**src/rtl/enc4x2_stream.sv**
```systemverilog
// enc4x2_stream: sequential 4-to-2 encoder.
// Takes a 4-bit request vector through a valid/ready handshake. It then emits
// the 2-bit index {A,B} of every set bit, one code per transfer, in priority
// order, and flags the final code with out_last.
module enc4x2_stream #(
  parameter bit LOW_FIRST = 1'b1,
  parameter int CNT_W     = 8
) (
  input  logic             clk,
  input  logic             rst,
  input  logic             in_valid,
  output logic             in_ready,
  input  logic [3:0]       D,
  output logic             out_valid,
  input  logic             out_ready,
  output logic             A,
  output logic             B,
  output logic             out_last,
  output logic             zero_err,
  output logic             busy,
  output logic [CNT_W-1:0] code_cnt
);

  typedef enum logic {IDLE, EMIT} state_t;

  state_t           state_q, state_d;
  logic [3:0]       pend_q, pend_d;
  logic             out_valid_q, out_valid_d;
  logic             a_q, a_d;
  logic             b_q, b_d;
  logic             last_q, last_d;
  logic             zero_err_q, zero_err_d;
  logic [CNT_W-1:0] cnt_q, cnt_d;
  logic [3:0]       pend_next;

  // Index of the priority bit. The later match in each loop wins, so the
  // loop direction selects lowest-first or highest-first.
  function automatic logic [1:0] pick(input logic [3:0] v);
    logic [1:0] idx;
    idx = 2'd0;
    if (LOW_FIRST) begin
      for (int i = 3; i >= 0; i--) if (v[i]) idx = 2'(i);
    end else begin
      for (int i = 0; i < 4; i++) if (v[i]) idx = 2'(i);
    end
    return idx;
  endfunction

  // True when exactly one bit of v is set.
  function automatic logic single_bit(input logic [3:0] v);
    return (v != 4'd0) && ((v & (v - 4'd1)) == 4'd0);
  endfunction

  // Next-state logic: accept a vector in IDLE and step through pend in EMIT.
  // The output code is computed one cycle ahead so that A/B/out_last come from registers.
  always_comb begin
    state_d     = state_q;
    pend_d      = pend_q;
    out_valid_d = out_valid_q;
    a_d         = a_q;
    b_d         = b_q;
    last_d      = last_q;
    zero_err_d  = 1'b0;
    cnt_d       = cnt_q;
    pend_next   = pend_q & ~(4'b0001 << {a_q, b_q});
    case (state_q)
      IDLE: begin
        if (in_valid) begin
          if (D != 4'd0) begin
            pend_d       = D;
            state_d      = EMIT;
            out_valid_d  = 1'b1;
            {a_d, b_d}   = pick(D);
            last_d       = single_bit(D);
          end else begin
            zero_err_d   = 1'b1;
          end
        end
      end
      EMIT: begin
        if (out_valid_q && out_ready) begin
          cnt_d  = cnt_q + {{(CNT_W-1){1'b0}}, 1'b1};
          pend_d = pend_next;
          if (last_q) begin
            state_d     = IDLE;
            pend_d      = 4'd0;
            out_valid_d = 1'b0;
            a_d         = 1'b0;
            b_d         = 1'b0;
            last_d      = 1'b0;
          end else begin
            {a_d, b_d}  = pick(pend_next);
            last_d      = single_bit(pend_next);
          end
        end
      end
      default: state_d = IDLE;
    endcase
  end

  // State and output registers; reset aborts any burst in progress.
  always_ff @(posedge clk or posedge rst) begin
    if (rst) begin
      state_q     <= IDLE;
      pend_q      <= 4'd0;
      out_valid_q <= 1'b0;
      a_q         <= 1'b0;
      b_q         <= 1'b0;
      last_q      <= 1'b0;
      zero_err_q  <= 1'b0;
      cnt_q       <= '0;
    end else begin
      state_q     <= state_d;
      pend_q      <= pend_d;
      out_valid_q <= out_valid_d;
      a_q         <= a_d;
      b_q         <= b_d;
      last_q      <= last_d;
      zero_err_q  <= zero_err_d;
      cnt_q       <= cnt_d;
    end
  end

  assign in_ready  = (state_q == IDLE) && !rst;
  assign busy      = (state_q == EMIT);
  assign out_valid = out_valid_q;
  assign A         = a_q;
  assign B         = b_q;
  assign out_last  = last_q;
  assign zero_err  = zero_err_q;
  assign code_cnt  = cnt_q;

endmodule

```
**config.mk**
```make
export PLATFORM = sky130hd
export DESIGN_NAME = enc4x2_stream
export DESIGN_NICKNAME = d
export VERILOG_FILES = /design/src/rtl/enc4x2_stream.sv
export SDC_FILE = /design/constraint.sdc
export NUM_CORES = 1
export LEC_CHECK = 0
export ABC_AREA = 1
export BUFFER_PORTS_ARGS = -buffer_cell sky130_fd_sc_hd__buf_4
export CAP_MARGIN = 20
export CORE_MARGIN = 2
export CORE_UTILIZATION = 47
export CTS_CLUSTER_SIZE = 30
export DETAILED_ROUTE_END_ITERATION = 8
export PLACE_DENSITY = 0.85
export REMOVE_ABC_BUFFERS = 1
export SKIP_CTS_REPAIR_TIMING = 1
export SYNTH_ARGS = -nofsm -noshare
export SYNTH_HDL_FRONTEND = slang
export SYNTH_SLANG_ARGS = --single-unit
```
**constraint.sdc**
```tcl
create_clock -name clk -period 1.35 [get_ports clk]
set_clock_uncertainty 0.15 [all_clocks]
set_input_delay 0.27 -clock clk [delete_from_list [all_inputs] [get_ports clk]]
set_output_delay 0.27 -clock clk [all_outputs]
set_load 0.01 [all_outputs]
```
Word-level counts from Yosys, hierarchy flattened
Cells that the tools add are included.

operators by class
  $add $sub $neg = 3
  equality and inequality tests = 4
  shift-type cells = 1
  multiplexer cells = 41
  bitwise logic cells = 5
  reductions and logical operators = 12

operator list
  cell                   number
  $mux W1                23
  $mux W2                8
  $mux W4                4
  $and A4 B4 Y4          3
  $pmux W1 S2            5
  $add A8 B1 Y8 const B  1
  $logic_not A4 Y1       2
  $pmux W4 S2            1
  $reduce_bool A4 Y1     2
  $sub A4 B1 Y4 const B  2
  $logic_and A1 B1 Y1    4
  $ne A2 B1 Y1 const B   2
  $ne A2 B2 Y1 const B   2
  $not A4 Y4             1
  $reduce_and A4 Y1      1
  $shl A1 B2 Y4 const A  1
  $reduce_and A3 Y1      1
  $reduce_and A2 Y1      1
  $logic_not A1 Y1       1
  $not A1 Y1             1

word-level totals
  register bits = 18
  input port bits = 8
  output and inout bits = 15
  logic and storage cells = 74

Logic depth before layout (Yosys ltp)
  depth after elaboration = 10
  gate-level depth with buffers = 9
  depth with buffers taken out = 9

Worst setup path after synthesis
OpenSTA, ideal clock, no wires.

  path type = register to register
  start point = reg state_q, in the netlist busy
  end point = reg cnt_q[6], in the netlist code_cnt[6]
  setup time = 117 ps
  arrival time = 1190 ps
  data required time = 1083 ps
  setup slack = -107 ps
  stages on the path, launching flop included = 8
  period minus slack after synthesis = 1457 ps
  cells stage by stage = dfrtp_1 -> nand3_2 -> nor2_2 -> nand3_2 -> nor2_2 -> nand2_1 -> nand2_1 -> nand2_1

between the ends
  cells in the longest elaborated chain, start to end = 1

RTL lines
  element                      RTL line  text
  start, declared              26        state_t state_q, state_d;
  start signal, assigned       113       state_q <= state_d;
  $reduce_and A2 Y1 (no line)  --
  end signal, assigned         120       cnt_q <= cnt_d;
  end, declared                33        logic [CNT_W-1:0] cnt_q, cnt_d;

No other way between the ends.
A chain may end at the register's enable or synchronous reset.

Worst setup path after layout
  start point = reg state_q, in the netlist busy
  end point = out in_ready

between the ends
  cells in the longest elaborated chain, start to end = 2

RTL lines
  element              RTL line  text
  $not A1 Y1           --
  $logic_and A1 B1 Y1  124       assign in_ready = (state_q == IDLE) && !rst;
  end, declared        12        output logic in_ready,

No other way between the ends.

==> flow_metrics.tcl <==
set metrics [dict create \
    final_nets 201 \
    seq_power_share_pct 29.4 \
    worst-setup-path-type "register to primary output" \
    yosys.area.top_type "dfrtp_1" \
    num_rows 16 \
    power.density_nw_per_um2 2270 \
    final.min_clock_period_ps 1480 \
    p_int_mw 1.99 \
    synth_area_sq_um 1010 \
    arrival_ps 1060 \
    yosys_warnings 0 \
    outcome "complete, but fails checks" \
    num_vias 1133 \
    cts_sinks 18 \
    hpwl_mm 1.77 \
    num_antenna_cells 0 \
    switching_power_mw 1.59 \
    yosysUniqueCellTypes 21 \
    dieArea_sq_um 2540 \
    num_io_pins 23 \
    cts_tree "yes" \
    dieWidth_um 50.4 \
    worstSkewPairLatency_ps 290 \
    port_buffers 22 \
    path_cells "buf_6 > nor2_2 > buf_4" \
    drive_gt1_share_pct 42.6 \
    synth_area_per_cell_sq_um 7.48 \
    cp_slowest_cell "dfrtp_2" \
    synthTopCellsByArea "dfrtp_1 (45%), nand2_1 (15%), inv_1 (5.6%)" \
    yosysSeqAreaShare_pct 44.6 \
    p_sw_share_pct 44.3 \
    period_share_pct 110 \
    drtIter0Drc 38 \
    hold_viol 0 \
    drt-total-wl_mm 3.16 \
    grt_pass1_vias 968 \
    cts-root-buf "clkbuf_4" \
    cp-startpoint "busy" \
    drt-wirelength-per-cell_um 14.5 \
    grt-ovfl-total 0 \
    area.sequential_sq_um 455 \
    drcViolationCount 0 \
    cts.clk_slew.worst_paths_ps 110 \
    htree_levels 1 \
    avgViaCountPerCell 5.22 \
    maxCapViolCount 0 \
    fmax_mhz 675 \
    r2r-start "busy" \
    worstSetupStartpointType "register" \
    comb_power_share_pct 63.1 \
    first_pass_iters 4 \
    worstMarginPinSlew_ps 254 \
    initial_core_util_pct 50.4 \
    die_y_um 50.4 \
    preCtsSetupSlack_ps -83.8 \
    grt_max_degree 19 \
    violations "negative setup slack" \
    critPathMaxStageDelay_ps 460 \
    ir_drop_v 0.00126 \
    multi_input_area_sq_um 556 \
    antenna_found_initial 0 \
    worst_setup_path_end_kind "primary output" \
    power.total_mw 3.58 \
    maxSlewViolCount 0 \
    clk_path_buf_depth 2 \
    synth.ff_latch_count 18 \
    setup_viol 15 \
    area_growth_pct 56.4 \
    post-place-cells 198 \
    hold_ws_ps 111 \
    pwr-share-clk_pct 7.5 \
    rsz0062_at_grt "yes" \
    numCtsBuffers 3 \
    hold_class "input port to register" \
    final-instance-count-excl-fill 217 \
    worstPathMaxFanout 4 \
    place_congestion 0.839 \
    fin_tns_setup_ps -1140 \
    fillerInstances 130 \
    min_from "in_valid" \
    synth_top_area_share_pct 44.6 \
    core-area_sq_um 2000 \
    grt_pass1_wl_mm 3.98 \
    p_leak_nw 0.807 \
    cp.required_ps 930 \
    slew_headroom_pct 83.0 \
    final.setup.worst_slack_ps -133 \
    track_usage_pct 20.2 \
    ant_nets 0 \
    syn_inst 135 \
]
==> final cells by class <==
class	count	share of cell area [%]
Inverter	17	4.20
Multi-Input combinational cell	99	35.2
Sequential cell	18	28.8
Clock buffer	3	1.43
Tap cell	27	2.14
Timing Repair Buffer	53	28.2
==> synthesized netlist by cell type <==
master / n
o21ai_2: 1
nor3_1: 2
nand4_1: 1
o21ai_1: 3
o21ai_0: 4
nand2_2: 2
buf_6: 1
nand3_2: 2
nand2_1: 41
nor3_2: 1
xor2_1: 5
nor2_2: 3
dfrtp_1: 18
a22oi_1: 1
a21oi_1: 6
o21a_1: 1
inv_2: 2
inv_1: 15
nor2_1: 14
ha_1: 1
nand3_1: 11
==> placed cells by master (no fill, tap or decap), types with 4 or more instances in the layout <==
master	instances
nand2_1	37
nor2_1	12
nand2_2	6
a21oi_1	6
dfrtp_2	4
o21ai_1	5
buf_6	12
nand3_1	10
buf_4	40
inv_1	13
xor2_1	5
dfrtp_1	14
==> through the flow <==
stage          instance area (sq um)  utilization, %
2_1_floorplan                    998               -
3_3_place_gp                    1310            65.4
3_5_place_dp                    1310            65.4
4_1_cts                         1330            66.6
5_1_grt                         1580            78.9
6_report                        1580            78.9
==> cells by family after synthesis <==
group / share of synthesized area, %
AOI/OAI and AO/OA: 8.80
xor gates and xnor gates: 4.34
adders and majority gates: 1.24
buffers and inverters: 7.43
DFF: 44.6
and+or+nand+nor: 33.6
==> critical path: cells and delay by family, from the launching register on <==
family	cells	cell delay, ps
AND/OR/NAND/NOR	1	60
buffers and inverters	2	250
flip-flops	1	460
==> routing by layer <==
layer,up-vias,track usage (%),routed length [um]
met5,-,0,0
met4,0,5.41,95
met3,13,2.08,209
met2,59,38.2,1760
met1,523,24.0,1090
li1,538,-,-
==> power groups by stage <==
stage | clock network [mW] | logic [mW] | registers [mW]
after global routing | 0.296 | 2.44 | 1.07
after CTS | 0.268 | 1.59 | 0.998
after floorplan | 0 | 0.763 | 1.10
final | 0.270 | 2.26 | 1.05
after detailed placement | 0 | 1.58 | 1.01
after global placement | 0 | 1.53 | 0.987
==> registers in the layout, indices dropped and copies added, names as in the netlist <==
name and cells:
code_cnt 8, pend_q 4, A 1, B 1, busy 1, out_last 1, out_valid 1, zero_err 1
==> path summary, 6_finish.rpt <==
path | endpoint | slack (ps) | cells after the start
setup / recovery | in_ready | -130 | 3
hold / removal | zero_err | 110 | 3
setup reg to reg | pend_q[3] | -110 | 8
hold reg to reg | code_cnt[6] | 360 | 2
max in group asynchronous | B | 420 | 4
min in group asynchronous | out_valid | 410 | 4
Note: power is estimated with default switching activity, not from simulation.
